### src/rtl/ifetch_unit.sv
// Instruction fetch unit: gathers a variable-length instruction (1..10 bytes)
// through a narrow request/ack memory port, decodes it and presents it to a
// valid/ready consumer. Fault conditions (ADR/INS/HLT) park the unit in HALTED.
module ifetch_unit #(
  parameter int IMEM_DEPTH  = 1024,
  parameter int FETCH_BYTES = 2
) (
  input  logic                     clk,
  input  logic                     rst,
  input  logic [63:0]              pc_in,
  input  logic                     pc_load,
  output logic                     imem_req,
  output logic [63:0]              imem_addr,
  input  logic                     imem_ack,
  input  logic [8*FETCH_BYTES-1:0] imem_rdata,
  output logic                     out_valid,
  input  logic                     out_ready,
  output logic [3:0]               icode,
  output logic [3:0]               ifun,
  output logic [3:0]               rA,
  output logic [3:0]               rB,
  output logic [63:0]              valC,
  output logic [63:0]              valP,
  output logic [63:0]              pc_out,
  output logic [2:0]               stat
);

  localparam logic [2:0] S_REQ     = 3'd0;
  localparam logic [2:0] S_WAIT    = 3'd1;
  localparam logic [2:0] S_PRESENT = 3'd2;
  localparam logic [2:0] S_DRAIN   = 3'd3;
  localparam logic [2:0] S_HALTED  = 3'd4;

  localparam logic [2:0] STAT_AOK = 3'b001;
  localparam logic [2:0] STAT_HLT = 3'b010;
  localparam logic [2:0] STAT_ADR = 3'b011;
  localparam logic [2:0] STAT_INS = 3'b100;

  localparam logic [63:0] DEPTH64 = 64'(IMEM_DEPTH);

  logic [2:0]  state_q, state_d;
  logic [63:0] pc_q, pc_d;
  logic [3:0]  cnt_q, cnt_d;
  logic [79:0] buf_q, buf_d;
  logic        req_q, req_d;
  logic [63:0] addr_q, addr_d;
  logic        ov_q, ov_d;
  logic [3:0]  icode_q, icode_d, ifun_q, ifun_d, ra_q, ra_d, rb_q, rb_d;
  logic [63:0] valc_q, valc_d, valp_q, valp_d, pcout_q, pcout_d;
  logic [2:0]  stat_q, stat_d;

  // Decode view of the buffer as it will look after the current ack
  logic [79:0] merged;
  logic [4:0]  sum5;
  logic [3:0]  cnt_acc;
  logic [3:0]  d_icode, d_ifun, d_len, d_ra, d_rb;
  logic        d_bad, d_adr;
  logic [63:0] d_valc, d_valp, d_last;

  // Instruction length from icode; unknown icodes count as one byte
  function automatic logic [3:0] insn_len(input logic [3:0] ic);
    case (ic)
      4'h0, 4'h1, 4'h9:             insn_len = 4'd1;
      4'h2, 4'h6, 4'hA, 4'hB:       insn_len = 4'd2;
      4'h7, 4'h8:                   insn_len = 4'd9;
      4'h3, 4'h4, 4'h5:             insn_len = 4'd10;
      default:                      insn_len = 4'd1;
    endcase
  endfunction

  // Illegal icode or illegal function code for a legal icode
  function automatic logic insn_bad(input logic [3:0] ic, input logic [3:0] fn);
    case (ic)
      4'h2, 4'h7:                               insn_bad = (fn > 4'd6);
      4'h6:                                     insn_bad = (fn > 4'd3);
      4'h0, 4'h1, 4'h3, 4'h4, 4'h5, 4'h8,
      4'h9, 4'hA, 4'hB:                         insn_bad = (fn != 4'd0);
      default:                                  insn_bad = 1'b1;
    endcase
  endfunction

  // Merge ack bytes at the current offset and decode the result
  always_comb begin
    merged = buf_q;
    for (int k = 0; k < FETCH_BYTES; k++) begin
      if (int'(cnt_q) + k < 10) merged[(int'(cnt_q) + k)*8 +: 8] = imem_rdata[k*8 +: 8];
    end
    sum5    = {1'b0, cnt_q} + 5'(FETCH_BYTES);
    cnt_acc = (sum5 >= 5'd10) ? 4'd10 : sum5[3:0];
    d_icode = merged[7:4];
    d_ifun  = merged[3:0];
    d_len   = insn_len(d_icode);
    d_bad   = insn_bad(d_icode, d_ifun);
    if (d_len == 4'd2 || d_len == 4'd10) begin
      d_ra = merged[15:12];
      d_rb = merged[11:8];
    end else begin
      d_ra = 4'hF;
      d_rb = 4'hF;
    end
    case (d_icode)
      4'h3, 4'h4, 4'h5: d_valc = merged[79:16];
      4'h7, 4'h8:       d_valc = merged[71:8];
      default:          d_valc = 64'd0;
    endcase
    d_valp = pc_q + {60'd0, d_len};
    d_last = d_valp - 64'd1;
    d_adr  = (d_last >= DEPTH64);
  end

  // Fetch sequencing: redirect first, then per-state handling
  always_comb begin
    state_d = state_q;
    pc_d    = pc_q;
    cnt_d   = cnt_q;
    buf_d   = buf_q;
    req_d   = req_q;
    addr_d  = addr_q;
    ov_d    = ov_q;
    icode_d = icode_q;
    ifun_d  = ifun_q;
    ra_d    = ra_q;
    rb_d    = rb_q;
    valc_d  = valc_q;
    valp_d  = valp_q;
    pcout_d = pcout_q;
    stat_d  = stat_q;
    if (pc_load) begin
      pc_d  = pc_in;
      cnt_d = 4'd0;
      ov_d  = 1'b0;
      if (req_q && !imem_ack) begin
        state_d = S_DRAIN;
      end else begin
        state_d = S_REQ;
        req_d   = 1'b0;
      end
    end else begin
      case (state_q)
        S_REQ: begin
          if (pc_q >= DEPTH64) begin
            icode_d = 4'd0;
            ifun_d  = 4'd0;
            ra_d    = 4'hF;
            rb_d    = 4'hF;
            valc_d  = 64'd0;
            valp_d  = pc_q;
            pcout_d = pc_q;
            stat_d  = STAT_ADR;
            ov_d    = 1'b1;
            state_d = S_PRESENT;
          end else begin
            req_d   = 1'b1;
            addr_d  = pc_q + {60'd0, cnt_q};
            state_d = S_WAIT;
          end
        end
        S_WAIT: begin
          if (imem_ack) begin
            buf_d = merged;
            cnt_d = cnt_acc;
            req_d = 1'b0;
            if (d_bad || d_adr || cnt_acc >= d_len) begin
              icode_d = d_icode;
              ifun_d  = d_ifun;
              ra_d    = d_ra;
              rb_d    = d_rb;
              valc_d  = d_valc;
              valp_d  = d_valp;
              pcout_d = pc_q;
              if (d_bad)                 stat_d = STAT_INS;
              else if (d_adr)            stat_d = STAT_ADR;
              else if (d_icode == 4'h0)  stat_d = STAT_HLT;
              else                       stat_d = STAT_AOK;
              ov_d    = 1'b1;
              state_d = S_PRESENT;
            end else begin
              state_d = S_REQ;
            end
          end
        end
        S_PRESENT: begin
          if (out_ready) begin
            ov_d = 1'b0;
            if (stat_q == STAT_AOK) begin
              pc_d    = valp_q;
              cnt_d   = 4'd0;
              state_d = S_REQ;
            end else begin
              state_d = S_HALTED;
            end
          end
        end
        S_DRAIN: begin
          if (imem_ack) begin
            req_d   = 1'b0;
            state_d = S_REQ;
          end
        end
        S_HALTED: begin
          state_d = S_HALTED;
        end
        default: begin
          state_d = S_REQ;
        end
      endcase
    end
  end

  // Control and presented-instruction registers
  always_ff @(posedge clk or posedge rst) begin
    if (rst) begin
      state_q <= S_REQ;
      pc_q    <= 64'd0;
      cnt_q   <= 4'd0;
      req_q   <= 1'b0;
      addr_q  <= 64'd0;
      ov_q    <= 1'b0;
      icode_q <= 4'd0;
      ifun_q  <= 4'd0;
      ra_q    <= 4'd0;
      rb_q    <= 4'd0;
      valc_q  <= 64'd0;
      valp_q  <= 64'd0;
      pcout_q <= 64'd0;
      stat_q  <= STAT_AOK;
    end else begin
      state_q <= state_d;
      pc_q    <= pc_d;
      cnt_q   <= cnt_d;
      req_q   <= req_d;
      addr_q  <= addr_d;
      ov_q    <= ov_d;
      icode_q <= icode_d;
      ifun_q  <= ifun_d;
      ra_q    <= ra_d;
      rb_q    <= rb_d;
      valc_q  <= valc_d;
      valp_q  <= valp_d;
      pcout_q <= pcout_d;
      stat_q  <= stat_d;
    end
  end

  // Assembly buffer contents are only meaningful below cnt_q
  always_ff @(posedge clk) begin
    buf_q <= buf_d;
  end

  assign imem_req  = req_q;
  assign imem_addr = addr_q;
  assign out_valid = ov_q;
  assign icode     = icode_q;
  assign ifun      = ifun_q;
  assign rA        = ra_q;
  assign rB        = rb_q;
  assign valC      = valc_q;
  assign valP      = valp_q;
  assign pc_out    = pcout_q;
  assign stat      = stat_q;

endmodule

### config.mk
export PLATFORM = sky130hd
export DESIGN_NAME = ifetch_unit
export DESIGN_NICKNAME = d
export VERILOG_FILES = /design/src/rtl/ifetch_unit.sv
export SDC_FILE = /design/constraint.sdc
export NUM_CORES = 1
export LEC_CHECK = 0
export CAP_MARGIN = 15
export CORE_MARGIN = 1.5
export CORE_UTILIZATION = 50
export CTS_CLUSTER_DIAMETER = 150
export DETAILED_ROUTE_END_ITERATION = 16
export PLACE_DENSITY = 0.83
export SYNTH_ARGS = -nofsm -noshare
export SYNTH_HDL_FRONTEND = slang
export SYNTH_SLANG_ARGS = --single-unit
### constraint.sdc
create_clock -name clk -period 10.95 [get_ports clk]
set_input_delay 2.19 -clock clk [delete_from_list [all_inputs] [get_ports clk]]
set_output_delay 2.19 -clock clk [all_outputs]
set_load 0.01 [all_outputs]
### After elaboration in Yosys (flattened, before gate mapping)

Memories as Yosys holds them, arrays and structs flattened.
Cells that the tools add are included.

| cells by class | value |
|---|---|
| add/sub/neg operators | 7 |
| bitwise logic cells | 2 |
| equality and inequality tests | 30 |
| shifts and indexed selects | 4 |
| muxes and demuxes | 70 |
| reductions and logical operators | 28 |
| magnitude comparators | 8 |

Operators by type and width:

| operator | count |
|---|---|
| 2-to-1 mux 64 bit | 12 |
| one-hot mux 64 bit (2 select lines) | 4 |
| bitwise mux 80 bit | 2 |
| 2-to-1 mux 80 bit | 2 |
| variable shift 8 x 33 -> 80 bit (first input constant) | 2 |
| indexed part select 8 x 33 -> 80 bit | 2 |
| adder 64 x 4 -> 64 bit | 2 |
| greater-or-equal comparator 64 x 11 -> 1 bit (second input constant) | 2 |
| 2-to-1 mux 4 bit | 17 |
| subtractor 64 x 1 -> 64 bit (second input constant) | 1 |
| one-hot mux 4 bit (2 select lines) | 5 |
| negator 7 -> 33 bit | 1 |
| negator 8 -> 33 bit | 1 |
| < comparator 32 x 5 -> 1 bit (second input constant) | 1 |
| 2-to-1 mux 3 bit | 9 |
| inequality test 3 bit (second input constant) | 7 |
| equality test 4 bit (second input constant) | 5 |
| equality test 4 x 3 -> 1 bit (second input constant) | 4 |
| one-hot mux 3 bit (5 select lines) | 1 |
| equality test 4 x 2 -> 1 bit (second input constant) | 3 |
| AND reduction 3 bit | 4 |
| 2-to-1 mux 2 bit | 5 |
| AND reduction 5 bit | 2 |
| 2-to-1 mux 1 bit | 9 |
| 29 further kinds | 46 |

| word-level totals | value |
|---|---|
| output and inout port bits | 277 |
| bits in read-only memories | 48 |
| flip-flop bits (word level) | 428 |
| bits of input ports | 85 |
| word-level logic and storage cells | 165 |
| memories | 1 |

Memory list:

| memory | words | width | read ports | clocked after Yosys merged registers in | wr ports | line | RTL |
|---|---|---|---|---|---|---|---|
| (name not given) | 16 | 3 | 1 | 0 | 0 | 62 | `case (ic)` |

### Longest topological paths before layout

An unclocked memory read counts as a cell.

| logic depth | value |
|---|---|
| depth after elaboration | 16 |
| depth in mapped cells | 35 |
| depth with buffers taken out | 28 |

### Worst setup path before layout

Ideal clock, no wire load.

| timing path | value |
|---|---|
| kind | in2reg |
| start point | input imem_rdata[14] |
| end point | register pcout_q[10] (netlist: pc_out[10]) |
| setup slack | 2.957 ns |
| path buffers | 6 |
| library setup time | 0.125 ns |
| stages | 26 |
| arrival time | 7.867 ns |
| required time | 10.825 ns |
| cell sequence | clkbuf_1 -> nand2_1 -> mux2_2 -> inv_1 -> or2_2 -> nor2_1 -> a32oi_1 -> clkbuf_1 -> buf_1 -> nand2_1 -> ha_1 -> a21oi_1 -> nor4_4 -> nand4_1 -> nor4_2 -> xnor2_1 -> nand4_1 -> or3b_1 -> a211o_1 -> a211oi_1 -> and4_1 -> buf_4 -> a31o_4 -> buf_6 -> buf_6 -> mux2_4 |

| between the ends | value |
|---|---|
| cells in the longest elaborated chain, start to end | 11 |
| elaborated cells on any way between the ends | 30 |
| those cells by class | 2 x add/sub; 4 x order compare; 12 x eq/ne; 1 x shift; 3 x mux; 7 x reduce/logical; 1 x memory |

Ends and longest elaborated chain:

| what | line | RTL |
|---|---|---|
| from (decl) | 15 | `input logic [8*FETCH_BYTES-1:0] imem_rdata,` |
| indexed part select 8 x 33 -> 80 bit * | 86 | `if (int'(cnt_q) + k < 10) merged[(int'(cnt_q) + k)*8 +: 8] = imem_rdata[k*8 +: 8];` |
| bitwise mux 80 bit * | 86 |  |
| 2-to-1 mux 80 bit * | 86 |  |
| via merged[6] | 53 | `logic [79:0] merged;` |
| memory read (16 x 3 bit) | -- |  |
| adder 64 x 4 -> 64 bit | 106 | `d_valp = pc_q + {60'd0, d_len};` |
| subtractor 64 x 1 -> 64 bit | 107 | `d_last = d_valp - 64'd1;` |
| greater-or-equal comparator 64 x 11 -> 1 bit | 108 | `d_adr = (d_last >= DEPTH64);` |
| logical OR 1 bit | 163 | `if (d_bad \|\| d_adr \|\| cnt_acc >= d_len) begin` |
| logical OR 1 bit * | 163 |  |
| inequality test 2 bit (no source line) * | -- |  |
| AND reduction 5 bit (no source line) * | -- |  |
| to (signal assigned) | 240 | `pcout_q <= pcout_d;` |
| to (decl) | 49 | `logic [63:0] valc_q, valc_d, valp_q, valp_d, pcout_q, pcout_d;` |

The timed path passes the listed nets; every way through them passes the cells marked *.
A chain may end at the register's enable or synchronous reset.

### Final worst setup path

| timing path | value |
|---|---|
| start point | register cnt_q[1] |
| end point | register pcout_q[63] (netlist: pc_out[63]) |

| between the ends | value |
|---|---|
| cells in the longest elaborated chain, start to end | 14 |
| elaborated cells on any way between the ends | 43 |
| those cells by class | 6 x add/sub; 7 x order compare; 12 x eq/ne; 4 x shift; 6 x mux; 7 x reduce/logical; 1 x memory |

Ends and longest elaborated chain:

| what | line | RTL |
|---|---|---|
| from (decl) | 43 | `logic [3:0] cnt_q, cnt_d;` |
| from (signal assigned) | 230 | `cnt_q <= cnt_d;` |
| branches (longest 5 deep; another with negator 8 -> 33 bit) | -- |  |
| 2-to-1 mux 80 bit * | 86 |  |
| via merged[7] | 53 |  |
| memory read (16 x 3 bit) | -- |  |
| adder 64 x 4 -> 64 bit | 106 |  |
| subtractor 64 x 1 -> 64 bit | 107 |  |
| greater-or-equal comparator 64 x 11 -> 1 bit | 108 |  |
| logical OR 1 bit | 163 |  |
| logical OR 1 bit * | 163 |  |
| inequality test 2 bit (no source line) * | -- |  |
| AND reduction 5 bit (no source line) * | -- |  |

Mark *: on every way through the listed nets, which the timed path passes.

==> metrics.txt <==
Synth cell types=84; CTS tree=yes; # port buffers=361; Clock transition at path regs=around 60 ps; Syn Std Cell Area=23900 µm²; FFs w/ async S/R, synth=81.3%; H-tree depth=2; overflow left after global routing=0; endpoint class of the critical path=flip-flop; Synth Flop Type=dfrtp_1; sequential cell area fraction in the yosys report=46.5%; Vias=20103; core area=46900 µm²; CP Launch Type=flip-flop; worst min path class=reg -> reg; Max Cap Viol=0; post-layout util=62.8%; synth warn=0; WL/cell=between 20 and 25 µm; Peak VDD IR=roughly 0.15 mV; Seq cells post-synth=~430; Layout area overhead=23.0%; Data required, critical path=~11000 ps; Post-DP HPWL=approximately 53000 µm; post-cts resize count=0; Post-CTS Repair Setup Buffers=0; critical path's top delay family=simple AND/OR/NAND/NOR gates; endpoints failing setup=0; CTS sink cnt=between 400 and 500; Fmax=0.104 GHz; Cells after Synth=about 2400; outcome=complete, no violations; CTS Buffer Depth=3; Placer Congestion=0.988; Tot Pwr=0.00661 W; Hold Vio Cnt, Final=0; pin count of the biggest net entering global routing=175; Power per Cell Area=225 nW/µm²; DR DRC count=0; Syn Nets=approximately 2500; Post-synth EDFFs=80; TNS Setup=0 ps; Site Rows=79; RSZ-0062 raised after global routing=no; Horiz. Die Dim=222 µm; chip height=222 µm; hold_buf cts=0; Rel. slew slack=roughly 27%; Buf/Inv on CP=4; Starting Density=51.0%; largest fanout on the critical path=20; # IOs=about 360; CP max stage cell=and4b_1; latest clock arrival within the worst-skew pair=590 ps; Critical Setup Path Class=reg -> reg; final wirelength=~75000 µm; layout net count=around 2700; Tot GR Track Use=29.9%; total die area=49100 µm²; vias in the first global route=slightly below 20000; Tcrit/Tclk final=88.2%; initial antenna violation count=3; drt via density=between 6 and 7; global-route wire length before repair=approximately 120000 µm; Final ANT Viol Nets=0; Slew Viols, Final=0; First-pass DRT Iterations=6; Worst Tran Pin Value=roughly 1100 ps; CTS root buf=clkbuf_16; CP max stage delay=between 600 and 700 ps; CP arrival=approximately 10000 ps; layout cells sized above 1=between 10 and 15%; total CTS buffers=47; 1st-iter DRT viols=approximately 2400; Leakage Power=approximately 12 nW; Mean Syn Cell Area=10.1 µm²; crit path time final=9660 ps; most used cell, CP=inv_1; clock skew=about 22 ps
[worst paths after layout]
kind,slack [ps],startpoint,depth (start not counted),to
worst max-delay path,1290,cnt_q[1],25,pc_out[63]
worst min-delay path,490,valC[61],1,valC[61]
worst max register to register,1290,cnt_q[1],25,pc_out[63]
worst min register to register,490,valC[61],1,valC[61]
max in group asynchronous,7400,rst,4,valP[60]
min in group asynchronous,2110,rst,3,pc_out[10]
[report_power, final]
group	internal (W)	switching, W
combinational	0.00118	0.00129
sequential	0.00196	0.000491
clock	0.00104	0.000649
[layer usage]
metal,vias to the layer above,wire [µm],global-route usage (%)
met5,-,0,0
met4,0,3190,12.8
met1,9818,31400,41.1
li1,8980,-,-
met3,215,6370,5.79
met2,1090,34100,46.1
[cell usage in the layout, fill, tap and decap left out, types with 47 or more instances in the layout]
cell type | Yosys | routed
clkdlybuf4s50_1 | 0 | 360
dfrtp_1 | 347 | 347
nand2_1 | 215 | 215
nor2_1 | 135 | 134
mux2i_1 | 126 | 126
a21oi_1 | 113 | 113
o21ai_0 | 108 | 108
inv_1 | 91 | 90
edfxtp_1 | 80 | 80
mux2_4 | 76 | 76
a32o_1 | 71 | 71
xnor2_1 | 68 | 68
nand3_1 | 66 | 66
nor2b_1 | 63 | 63
nor3_1 | 61 | 60
o22ai_1 | 58 | 58
mux2_2 | 51 | 51
clkbuf_16 | 0 | 49
xor2_1 | 47 | 47
[area by class of cell]
class	instances	area (µm²)
repair buffers	402	3940
flip-flops and latches	428	11100
multi-input cells	1636	11600
well taps	607	759
inverters	91	345
clock buffers	70	1430
fillers	3700	17400
diodes	3	7.51
clock inverters	15	249
[Yosys cell counts (4+ instances only)]
master | n | area [µm²]
a32o_1 | 71 | 711
o31a_1 | 5 | 43.8
nand2_1 | 215 | 807
nor4_1 | 38 | 238
nor2b_1 | 63 | 394
o21ai_0 | 108 | 541
a21boi_0 | 4 | 30.0
dfrtp_1 | 347 | 8680
mux2_2 | 51 | 574
xor2_1 | 47 | 412
a21oi_1 | 113 | 566
buf_2 | 32 | 160
inv_1 | 91 | 342
nor4_4 | 4 | 85.1
or3_1 | 15 | 93.8
and2_1 | 18 | 113
nand2b_1 | 19 | 119
mux2i_1 | 126 | 1260
or2_2 | 12 | 75.1
nor2_1 | 135 | 507
clkbuf_1 | 133 | 499
nor3_1 | 61 | 305
nor4_2 | 8 | 100
a21o_1 | 40 | 300
buf_4 | 19 | 143
nand4_1 | 43 | 269
nor3b_1 | 4 | 30.0
and4_1 | 12 | 105
buf_6 | 10 | 113
and3_1 | 20 | 125
xnor2_1 | 68 | 596
ha_1 | 22 | 275
mux2_4 | 76 | 1140
a211oi_1 | 19 | 143
a31oi_1 | 20 | 125
o22ai_1 | 58 | 363
buf_1 | 9 | 33.8
nand3_1 | 66 | 330
nand4b_1 | 5 | 43.8
o21a_1 | 5 | 37.5
edfxtp_1 | 80 | 2400
[per-stage QoR]
stage               instances  setup WS, ps  hold WS (ps)  instance area, µm²
floorplan                2359          2960           524               23900
global placement         3164          1390           474               27700
detailed placement       3164          1150           482               27700
CTS                      3249          1450           495               29400
global route             3251           822           509               29400
finish                   3252          1290           491               29400
[kinds of logic (layout without fill, tap and decap cells)]
kind of cell | after synthesis | in the layout | share of synthesized area [%]
mux | 253 | 253 | 12.5
flops | 428 | 428 | 46.5
fa+ha+maj | 24 | 24 | 1.32
xor+xnor | 115 | 115 | 4.21
buf+inv | 295 | 578 | 5.42
other cells | 0 | 3 | 0
simple gates | 762 | 762 | 16.7
compound gates | 482 | 482 | 13.4
[sequential cells by signal (all words and copies together), names as in the netlist]
name and cells:
rB 4, pc_out 64, icode 4, cnt_q 4, imem_addr 64, ifun 4, out_valid 1, rA 4
valP 64, buf_q 80, pc_q 64, valC 64, stat 3, state_q 3, imem_req 1
[worst reg2reg max path: stages, from the launching register on]
cell and delay [ps]:
dfrtp_1 620, inv_1 310, ha_1 360, nand2b_1 220, nor3b_2 580, and4b_1 640
mux2i_1 640, nor2_1 220, a22o_1 420, inv_1 150, ha_1 220, inv_1 70
fa_1 420, and3b_4 350, o211ai_1 260, or3_1 450, xnor2_1 150, nor4_2 430
nand4_1 260, a2111o_1 430, a2111oi_0 480, o2111ai_1 180, and4b_1 450, a31o_4 480
buf_4 380, mux2_2 370
Power figures use the tool's default switching activity.
